File: config.mk
export PLATFORM = sky130hd
export DESIGN_NAME = phoneme_queue_sequencer_flat
export DESIGN_NICKNAME = d
export VERILOG_FILES = /design/src/rtl/phoneme_queue_sequencer_if.sv /design/src/rtl/phoneme_queue_sequencer.sv /design/src/flat_wrapper.sv
export SDC_FILE = /design/constraint.sdc
export NUM_CORES = 1
export LEC_CHECK = 0
export ABC_AREA = 1
export ABC_CLOCK_PERIOD_IN_PS = 2900
export BUFFER_PORTS_ARGS = -buffer_cell sky130_fd_sc_hd__buf_2
export CAP_MARGIN = 10
export CORE_MARGIN = 2
export CORE_UTILIZATION = 45
export DETAILED_ROUTE_END_ITERATION = 7
export PLACE_DENSITY = 0.7
export SYNTH_ARGS = -nofsm -noshare
export SYNTH_HDL_FRONTEND = slang
export SYNTH_SLANG_ARGS = --single-unit
export TNS_END_PERCENT = 50
File: constraint.sdc
create_clock -name Clock50Mhz -period 2.9 [get_ports Clock50Mhz]
set_input_delay 0.145 -clock Clock50Mhz [delete_from_list [all_inputs] [get_ports Clock50Mhz]]
set_output_delay 0.145 -clock Clock50Mhz [all_outputs]
set_load 0.05 [all_outputs]
File: src/rtl/phoneme_queue_sequencer_if.sv
// CPU-side bus bundle for phoneme_queue_sequencer: 68000-style strobes, register select, data and dtack.
// Latency: none, this is wiring only.
// Backpressure: the slave withholds VoiceDtack_L; the master holds AS_L low until dtack is seen.
// Ports: VoiceControl_H/AS_L/UDS_L/LDS_L/RW/Address/DataIn driven by the CPU (master);
//        DataOut/VoiceDtack_L driven by the sequencer (slave).
interface phoneme_queue_sequencer_if;
    logic        VoiceControl_H;
    logic        AS_L;
    logic        UDS_L;
    logic        LDS_L;
    logic        RW;
    logic [1:0]  Address;
    logic [15:0] DataIn;
    logic [15:0] DataOut;
    logic        VoiceDtack_L;

    modport master (
        output VoiceControl_H, AS_L, UDS_L, LDS_L, RW, Address, DataIn,
        input  DataOut, VoiceDtack_L
    );

    modport slave (
        input  VoiceControl_H, AS_L, UDS_L, LDS_L, RW, Address, DataIn,
        output DataOut, VoiceDtack_L
    );
endinterface

File: src/rtl/phoneme_queue_sequencer.sv
// Phoneme FIFO written by the CPU and a sequencer that plays entries one at a time to the synthesizer.
// Latency: dtack one cycle after the accepted bus cycle; a pop in IDLE gives a start pulse the next cycle.
// Backpressure: a push to a full FIFO withholds VoiceDtack_L until a pop frees a slot.
// Ports: Clock50Mhz/RESET_H (sync, active high); bus (slave modport of phoneme_queue_sequencer_if);
//        phoneme_sel/start_phoneme_output to the synthesizer; phoneme_speech_busy/finish from it;
//        Voice_IRQ_L only when PHONEME_QUEUE_IRQ_EN is defined (drain interrupt, status bit 11).
module phoneme_queue_sequencer #(
    parameter int DEPTH        = 16,
    parameter int BUSY_TIMEOUT = 1024
) (
    input  logic                     Clock50Mhz,
    input  logic                     RESET_H,
    phoneme_queue_sequencer_if.slave bus,
    output logic [7:0]               phoneme_sel,
    output logic                     start_phoneme_output,
    input  logic                     phoneme_speech_busy,
    input  logic                     phoneme_speech_finish
`ifdef PHONEME_QUEUE_IRQ_EN
    ,
    output logic                     Voice_IRQ_L
`endif
);

    localparam int AW = $clog2(DEPTH);
    localparam int CW = AW + 1;
    localparam int TW = $clog2(BUSY_TIMEOUT + 1);
    localparam logic [TW-1:0] TMR_LAST = TW'(BUSY_TIMEOUT - 1);
    localparam logic [CW-1:0] FULL_CNT = CW'(DEPTH);

    typedef enum logic [2:0] {
        S_IDLE,
        S_START,
        S_WAIT_BUSY,
        S_WAIT_DONE,
        S_GAP
    } state_t;

    // Registered state
    logic [7:0]    mem_q [DEPTH];
    logic [7:0]    mem_d [DEPTH];
    logic [AW-1:0] wr_ptr_q, wr_ptr_d;
    logic [AW-1:0] rd_ptr_q, rd_ptr_d;
    logic [CW-1:0] count_q, count_d;
    logic          pause_q, pause_d;
    logic          ack_done_q, ack_done_d;
    logic          dtack_n_q, dtack_n_d;
    logic [15:0]   data_out_q, data_out_d;
    state_t        state_q, state_d;
    logic [7:0]    sel_q, sel_d;
    logic          start_q, start_d;
    logic [TW-1:0] tmr_q, tmr_d;

    // Combinational helpers
    logic        full, empty;
    logic        bus_sel, push_req, bus_act;
    logic        push_eff, pop, flush, stat_rd;
    logic        timeout_hit;
    logic [15:0] status, rd_data;
    logic        unused_in;

    // Upper strobe and upper data byte carry nothing this block uses.
    assign unused_in = ^{bus.UDS_L, bus.DataIn[15:8]};

    assign full    = (count_q == FULL_CNT);
    assign empty   = (count_q == '0);

    // ack_done_q keeps a held AS_L from being treated as a second bus cycle.
    assign bus_sel  = bus.VoiceControl_H && !bus.AS_L && !ack_done_q;
    assign push_req = bus_sel && !bus.RW && (bus.Address == 2'd0) && !bus.LDS_L;
    // A push into a full FIFO is simply not accepted yet: no action, no ack, retried every cycle.
    assign bus_act  = bus_sel && !(push_req && full);
    assign flush    = bus_act && !bus.RW && (bus.Address == 2'd1) && bus.DataIn[0];
    assign push_eff = push_req && !full && !flush;
    assign stat_rd  = bus_act && bus.RW && (bus.Address == 2'd0);
    assign pop      = (state_q == S_IDLE) && !empty && !pause_q;

    assign timeout_hit = (state_q == S_WAIT_BUSY) && !phoneme_speech_busy && (tmr_q == TMR_LAST);

`ifdef PHONEME_QUEUE_IRQ_EN
    logic irq_q, irq_d, irq_set;
    // Drain is judged on the FIFO contents as IDLE is entered.
    assign irq_set = ((state_q == S_GAP) || timeout_hit) && (count_d == '0);

    always_comb begin
        irq_d = irq_q;
        if (stat_rd) irq_d = 1'b0;
        if (irq_set) irq_d = 1'b1;
    end

    assign Voice_IRQ_L = ~irq_q;
`endif

    always_comb begin
        status        = '0;
        status[15]    = full;
        status[14]    = empty;
        status[13]    = (state_q != S_IDLE);
        status[12]    = pause_q;
`ifdef PHONEME_QUEUE_IRQ_EN
        status[11]    = irq_q;
`endif
        status[4:0]   = 5'(count_q);
    end

    always_comb begin
        case (bus.Address)
            2'd0:    rd_data = status;
            2'd1:    rd_data = {14'b0, pause_q, 1'b0};
            default: rd_data = 16'h0000;
        endcase
    end

    always_comb begin
        mem_d      = mem_q;
        wr_ptr_d   = wr_ptr_q;
        rd_ptr_d   = rd_ptr_q;
        count_d    = count_q;
        pause_d    = pause_q;
        ack_done_d = ack_done_q;
        dtack_n_d  = dtack_n_q;
        data_out_d = data_out_q;
        state_d    = state_q;
        sel_d      = sel_q;
        start_d    = 1'b0;
        tmr_d      = tmr_q;

        // Bus handshake: one action per AS_L assertion, dtack held until AS_L rises.
        if (bus.AS_L) begin
            ack_done_d = 1'b0;
            dtack_n_d  = 1'b1;
            data_out_d = 16'h0000;
        end else if (bus_act) begin
            ack_done_d = 1'b1;
            dtack_n_d  = 1'b0;
            if (bus.RW) data_out_d = rd_data;
        end

        if (bus_act && !bus.RW && (bus.Address == 2'd1)) begin
            pause_d = bus.DataIn[1];
        end

        // FIFO: flush overrides everything; the word being popped this cycle still plays.
        if (flush) begin
            rd_ptr_d = wr_ptr_q;
            count_d  = '0;
        end else begin
            if (push_eff) begin
                mem_d[wr_ptr_q] = bus.DataIn[7:0];
                wr_ptr_d        = wr_ptr_q + AW'(1);
            end
            if (pop) begin
                rd_ptr_d = rd_ptr_q + AW'(1);
            end
            count_d = count_q + CW'(push_eff) - CW'(pop);
        end

        case (state_q)
            S_IDLE: begin
                if (pop) begin
                    sel_d   = mem_q[rd_ptr_q];
                    start_d = 1'b1;
                    state_d = S_START;
                end
            end
            S_START: begin
                tmr_d   = '0;
                state_d = S_WAIT_BUSY;
            end
            S_WAIT_BUSY: begin
                if (phoneme_speech_busy) begin
                    state_d = S_WAIT_DONE;
                end else if (timeout_hit) begin
                    // Synthesizer never acknowledged: drop the phoneme and move on.
                    state_d = S_IDLE;
                end else begin
                    tmr_d = tmr_q + TW'(1);
                end
            end
            S_WAIT_DONE: begin
                if (!phoneme_speech_busy && phoneme_speech_finish) state_d = S_GAP;
            end
            S_GAP:   state_d = S_IDLE;
            default: state_d = S_IDLE;
        endcase
    end

    always_ff @(posedge Clock50Mhz) begin
        if (RESET_H) begin
            wr_ptr_q   <= '0;
            rd_ptr_q   <= '0;
            count_q    <= '0;
            pause_q    <= 1'b0;
            ack_done_q <= 1'b0;
            dtack_n_q  <= 1'b1;
            data_out_q <= 16'h0000;
            state_q    <= S_IDLE;
            sel_q      <= 8'h00;
            start_q    <= 1'b0;
            tmr_q      <= '0;
`ifdef PHONEME_QUEUE_IRQ_EN
            irq_q      <= 1'b0;
`endif
        end else begin
            wr_ptr_q   <= wr_ptr_d;
            rd_ptr_q   <= rd_ptr_d;
            count_q    <= count_d;
            pause_q    <= pause_d;
            ack_done_q <= ack_done_d;
            dtack_n_q  <= dtack_n_d;
            data_out_q <= data_out_d;
            state_q    <= state_d;
            sel_q      <= sel_d;
            start_q    <= start_d;
            tmr_q      <= tmr_d;
`ifdef PHONEME_QUEUE_IRQ_EN
            irq_q      <= irq_d;
`endif
        end
        // Storage needs no reset; the pointers define what is valid.
        mem_q <= mem_d;
    end

    assign bus.VoiceDtack_L         = dtack_n_q;
    assign bus.DataOut              = data_out_q;
    assign phoneme_sel              = sel_q;
    assign start_phoneme_output     = start_q;

endmodule

File: src/flat_wrapper.sv
// flat-port wrapper written by rule: the top's interface ports become plain ports
module phoneme_queue_sequencer_flat 
#(
    parameter int DEPTH        = 16,
    parameter int BUSY_TIMEOUT = 1024
)
  (Clock50Mhz, RESET_H, phoneme_sel, start_phoneme_output, phoneme_speech_busy, phoneme_speech_finish, bus_VoiceControl_H, bus_AS_L, bus_UDS_L, bus_LDS_L, bus_RW, bus_Address, bus_DataIn, bus_DataOut, bus_VoiceDtack_L);
  phoneme_queue_sequencer_if bus_i ();
  input  logic Clock50Mhz;
  input  logic RESET_H;
  output logic [7:0] phoneme_sel;
  output logic start_phoneme_output;
  input  logic phoneme_speech_busy;
  input  logic phoneme_speech_finish;
  input wire logic [$bits(bus_i.VoiceControl_H)-1:0] bus_VoiceControl_H;
  input wire logic [$bits(bus_i.AS_L)-1:0] bus_AS_L;
  input wire logic [$bits(bus_i.UDS_L)-1:0] bus_UDS_L;
  input wire logic [$bits(bus_i.LDS_L)-1:0] bus_LDS_L;
  input wire logic [$bits(bus_i.RW)-1:0] bus_RW;
  input wire logic [$bits(bus_i.Address)-1:0] bus_Address;
  input wire logic [$bits(bus_i.DataIn)-1:0] bus_DataIn;
  output wire logic [$bits(bus_i.DataOut)-1:0] bus_DataOut;
  output wire logic [$bits(bus_i.VoiceDtack_L)-1:0] bus_VoiceDtack_L;
  assign bus_i.VoiceControl_H = bus_VoiceControl_H;
  assign bus_i.AS_L = bus_AS_L;
  assign bus_i.UDS_L = bus_UDS_L;
  assign bus_i.LDS_L = bus_LDS_L;
  assign bus_i.RW = bus_RW;
  assign bus_i.Address = bus_Address;
  assign bus_i.DataIn = bus_DataIn;
  assign bus_DataOut = bus_i.DataOut;
  assign bus_VoiceDtack_L = bus_i.VoiceDtack_L;
  phoneme_queue_sequencer #(.DEPTH(DEPTH), .BUSY_TIMEOUT(BUSY_TIMEOUT)) u_core (.Clock50Mhz(Clock50Mhz), .RESET_H(RESET_H), .bus(bus_i), .phoneme_sel(phoneme_sel), .start_phoneme_output(start_phoneme_output), .phoneme_speech_busy(phoneme_speech_busy), .phoneme_speech_finish(phoneme_speech_finish));
endmodule
# --- Word-level counts from Yosys, hierarchy flattened ---
# Index checks and enable logic that the tools add are counted.
totals:
  mem_count: 0
  elab_cells: 110
  latch_bits: 0
  out_inout_bits: 26
  input_bits: 27
  ramBits: 0
  ff_bits: 183
  mem_bits_ro: 0
op_classes:
  n_reduce_logical: 42
  bitwise_logic: 4
  add_sub_neg: 5
  n_eq_ne: 11
  order_cmp: 3
  n_mux: 18
  multipliers: 0
  n_div: 0
  n_shift: 0
ops:
  columns: ["op", "count"]
  rows:
  - ["128-bit bitwise mux", 1]
  - ["8-bit binary-select mux with 4-bit select", 1]
  - ["8-bit demux with 4-bit select", 1]
  - ["16-bit one-hot mux with 2 select lines", 1]
  - ["8-bit 2-to-1 mux", 3]
  - ["11-bit 2-to-1 mux", 2]
  - ["11-bit one-hot mux with 2 select lines", 1]
  - ["1-bit logical AND", 18]
  - ["3-bit 2-to-1 mux", 4]
  - ["3-bit one-hot mux with 4 select lines", 1]
  - ["11-bit by 1-bit adder with 11-bit output, second input constant", 1]
  - ["11-bit by 10-bit == test with 1-bit output, second input constant", 1]
  - ["5-bit greater-or-equal comparator, second input constant", 2]
  - ["1-bit zero test", 10]
  - ["4-bit inverter with 5-bit output", 2]
  - ["4-bit by 1-bit adder with 4-bit output, second input constant", 2]
  - ["4-bit 2-to-1 mux", 2]
  - ["3-bit by 2-bit == test with 1-bit output, second input constant", 2]
  - ["2-bit AND reduction", 3]
  - ["3-bit AND reduction", 2]
  - ["2-bit OR reduction", 3]
  - ["5-bit by 1-bit adder with 5-bit output", 1]
  - ["5-bit == test, second input constant", 1]
  - ["5-bit zero test", 1]
  - ["other kinds (13)", 17]

# --- Logic depth before layout (Yosys ltp) ---
depth:
  word_depth: 16
  ltp_mapped: 14
  depth_no_buf: 13

# --- Worst setup path after synthesis ---
# No wires, ideal clock.
synth_timing:
  path_kind: "reg-to-reg"
  startpoint: "reg u_core.count_q[3]"
  endpoint: "reg u_core.count_q[4]"
  setup_ps: 70
  path_stages_with_launch: 15
  arrival_ps: 2378
  t_required_ps: 2830
  path_slack_ps: 452
  n_path_buf: 1
  synth_period_minus_slack_ps: 2448
  path_cell_list: "dfxtp_1 inv_1 ha_1 nand3b_1 nand3_4 inv_4 buf_6 ha_1 inv_1 ha_1 fa_1 nand2_1 a21oi_1 or3_1 a21oi_1"
synth_between:
  elab_cells_between_ends: 18
  cone_classes: "2 x add/sub; 1 x eq/ne; 15 x reduce/logical"
synth_lines:
  columns: ["element", "line", "text"]
  rows:
  - ["from (decl)", "phoneme_queue_sequencer.sv:43", "logic [CW-1:0] count_q, count_d;"]
  - ["from (signal assigned)", "phoneme_queue_sequencer.sv:206", "count_q <= count_d;"]
  - ["5-bit zero test", "phoneme_queue_sequencer.sv:65", "assign empty = (count_q == '0);"]
  - ["1-bit zero test", "phoneme_queue_sequencer.sv:75", "assign pop = (state_q == S_IDLE) && !empty && !pause_q;"]
  - ["1-bit logical AND (2 in a row)", "phoneme_queue_sequencer.sv:75", null]
  - ["net u_core.pop", "phoneme_queue_sequencer.sv:56", "logic push_eff, pop, flush, stat_rd;"]
  - ["5-bit by 1-bit subtractor with 5-bit output", "phoneme_queue_sequencer.sv:154", "count_d = count_q + CW'(push_eff) - CW'(pop);"]
# The timed path passes the listed nets, and every way through them passes these cells.
# A chain may end at the register's enable or synchronous reset.

# --- Worst setup path in the final report ---
layout_timing:
  startpoint: "reg u_core.count_q[2]"
  endpoint: "reg u_core.count_q[4]"
layout_between:
  elab_chain_len: 11
  elab_cells_between_ends: 18
  cone_classes: "2 x add/sub; 1 x eq/ne; 15 x reduce/logical"
layout_lines:
  columns: ["element", "line", "text"]
  rows:
  - ["5-bit == test", "phoneme_queue_sequencer.sv:64", "assign full = (count_q == FULL_CNT);"]
  - ["1-bit logical AND", "phoneme_queue_sequencer.sv:71", "assign bus_act = bus_sel && !(push_req && full);"]
  - ["1-bit zero test", "phoneme_queue_sequencer.sv:71", null]
  - ["1-bit logical AND", "phoneme_queue_sequencer.sv:71", null]
  - ["1-bit logical AND (3 in a row)", "phoneme_queue_sequencer.sv:72", "assign flush = bus_act && !bus.RW && (bus.Address == 2'd1) && bus.DataIn[0];"]
  - ["1-bit zero test", "phoneme_queue_sequencer.sv:73", "assign push_eff = push_req && !full && !flush;"]
  - ["1-bit logical AND", "phoneme_queue_sequencer.sv:73", null]
  - ["5-bit by 1-bit adder with 5-bit output", "phoneme_queue_sequencer.sv:154", null]
  - ["5-bit by 1-bit subtractor with 5-bit output", "phoneme_queue_sequencer.sv:154", null]
# Several ways; a longest one is shown, not always the timed one.

==> results.cfg <==
[pwr]
p_leak_nw = 3.23
total_power_mw = 7.31
ir_drop_uv = 421
p_per_area_nw_per_um2 = 840

[clock_tree]
cts_buffers = 17
clock-sinks = 176
clk_latency_ns = 0.43
clockBufferDepth = 2
h-tree-depth = 4
cts_tree = done
post_cts_resized = 0
cts-root-buf = clkbuf_16
clk_pin_slew_ns = 0.06

[setup_path]
worstPathArrival_ns = 2.85
crit_slowest_cell = fa_1
crit_buf_inv = 3
required_ns = 3.26
end_kind = flip-flop
r2r_setup_slack_ns = 0.41
cp_cell_sequence = inv_1 -> ha_1 -> nand3b_1 -> nand3_4 -> inv_4 -> ha_1 -> inv_1 -> ha_1 -> fa_1 -> nand2_1 -> a21oi_1 -> or3_1 -> a21oi_1
crit_family = adder cells
max_stage_delay_ns = 0.39
path_class = flip-flop to flip-flop
cp_common_cell = ha_1
rr_worst_depth = 13
cp_max_fo = 10
reg2reg_to = u_core.count_q[4]
cp_num_cells = 13
r2r-start = u_core.count_q[2]
startpoint_type = flip-flop

[detailed_routing]
wl_um = 16700
routedWlPerCell_um = 15.9
via_count = 5465
drt_iter0_drc = 487
firstDrtPassIters = 5
routed_via_density = 5.20
drc = 0
ant_nets = 0

[finish]
fin_cells = 1050
final_cell_mix = 181 x nor2_1, 128 x edfxtp_1, 82 x nand3_1
syn_to_final_growth_pct = 12.6
final_util_pct = 52.1
drive_gt1_share_pct = 13.3
mostFrequentLayoutCell = nor2_1
stdcell_area_sq_um = 8700
diodes = 0
nFillCells = 1495
final_nets = 857

[timing]
fin_crit_sh_pct = 85.9
skew_ns = 0.00753
whs_ns = 0.0710
setup_ws_ns = 0.408
finalSetupViolations = 0
rsz0062_at_grt = false
fmax_ghz = 0.401
hold_viol_final = 0
slew_viol_final = 0
tns_ns = 0
worst_slew_pin_slew_ns = 0.732
period_needed_ns = 2.49
slew_headroom_pct = 51.2

[hold_path]
hold_class = input port to flip-flop
hold_end = u_core.bus.DataOut[13]
hp-start = bus_Address[1]
hold_depth = 4

[floorplanning]
die_area_sq_um = 18200
dieWidth_um = 135
rows = 47
core_sq_um = 16700
die_y_um = 135
start_util_pct = 46.3
boundaryPins = 53

[synth]
synth-seq-cells = 176
synth_cell_type_count = 43
ys_dominant_reg_cell = edfxtp_1
syn_avg_cell_area_sq_um = 9.95
synth.yosys.seq_area_share_pct = 62.2
synth_edf_count = 128
async_reset_ff_share_pct = 0
syn_area_sq_um = 7730
ys_warn_count = 0
syn_inst = 777

[global_routing]
antenna_found_initial = 0
grt_usage_pct = 19.3
first_global_vias = 5193
grt_pass1_wl_um = 26900
grt_max_degree = 68
grt_overflow = 0

[placed_design]
post-place-ws_ns = 0.421
io_buffers = 36
gp_congestion = 0.807
dp_cells = 1017
dp_hpwl_um = 10300
place_area_sq_um = 8110

[job]
cap_violations = 0

[status]
outcome = completed
-- kinds of logic after synthesis --
family                     share of synthesized area [%]
xor gates and xnor gates                           0.680
DFF                                                 62.2
and+or+nand+nor                                     21.4
adders and majority gates                           2.20
buffers and inverters                               5.38
AOI/OAI and AO/OA                                   8.08
other                                             0.0485
-- routing by layer --
metal  vias to the layer above  track usage (%)  wire length (um)
met4                         0             6.94               268
li1                       2710                -                 -
met3                        25             3.53               872
met5                         -                0                 0
met1                      2583             26.9              7610
met2                       147             30.5              7930
-- where the power goes --
part	switching (mW)	internal [mW]	leakage (nW)	total (mW)
clock	0.978	1.28	0.275	2.25
combinational	1.52	0.648	1.42	2.16
sequential	0.0779	2.82	1.54	2.89
-- final cells by class --
class	count	area, sq um	share of cell area (%)
clock buffers	17	425	4.89
clock inverters	15	156	1.80
inverters	53	201	2.31
multi-input cells	516	2530	29.1
flip-flops and latches	176	4810	55.2
well taps	220	275	3.16
repair buffers	53	310	3.56
-- flip-flops by register name (all words and copies together) (netlist names) --
signal	count
u_core.state_q	3
u_core.mem_q	128
u_core.bus.DataOut	9
u_core.start_phoneme_output	1
u_core.wr_ptr_q	4
u_core.count_q	5
u_core.bus.VoiceDtack_L	1
u_core.rd_ptr_q	4
u_core.phoneme_sel	8
u_core.ack_done_q	1
u_core.tmr_q	11
u_core.pause_q	1
-- timing repair --
action | CTS | global route
hold buffers | 1 | 0
endpoints found under the setup margin | 0 | 0
endpoints found under the hold margin | 1 | 0
buffers inserted | 0 | 0
-- Yosys cell counts, types with 2 or more instances --
cell type,number,area share (%)
buf_4,13,1.3
buf_2,6,0.39
nand4_1,5,0.40
ha_1,12,1.9
nand3_1,82,5.3
edfxtp_1,128,50
nand2_2,9,0.73
inv_1,48,2.3
dfxtp_1,48,12
nand3b_1,2,0.19
nor2_2,2,0.16
nor3_1,3,0.19
o211ai_1,9,0.87
clkbuf_1,16,0.78
xnor2_1,2,0.23
o21ai_0,73,4.7
nor2_4,3,0.44
nor2_1,181,8.8
a21oi_1,29,1.9
xor2_1,4,0.45
nand2_4,2,0.29
nand2_1,76,3.7
buf_6,2,0.29
inv_2,3,0.15
-- worst reg2reg max path: cells and delay by family, from the launching register on --
kind                       cells  cell delay [ns]
adders and majority gates      4             1.03
buffers and inverters          3             0.16
and+or+nand+nor                4             0.72
DFF                            1             0.33
AOI/OAI and AO/OA              2             0.19
-- worst max path at each step --
stage / from / to / slack, ns
final: u_core.count_q[2] / u_core.count_q[4] / 0.41
after global routing: u_core.count_q[2] / u_core.count_q[4] / 0.21
after CTS: u_core.count_q[2] / u_core.count_q[4] / 0.39
after detailed placement: u_core.count_q[3] / u_core.count_q[4] / 0.42
after global placement: u_core.count_q[3] / u_core.count_q[4] / 0.48
after floorplan: u_core.count_q[3] / u_core.count_q[4] / 0.45
(Power assumes the default switching activity.)
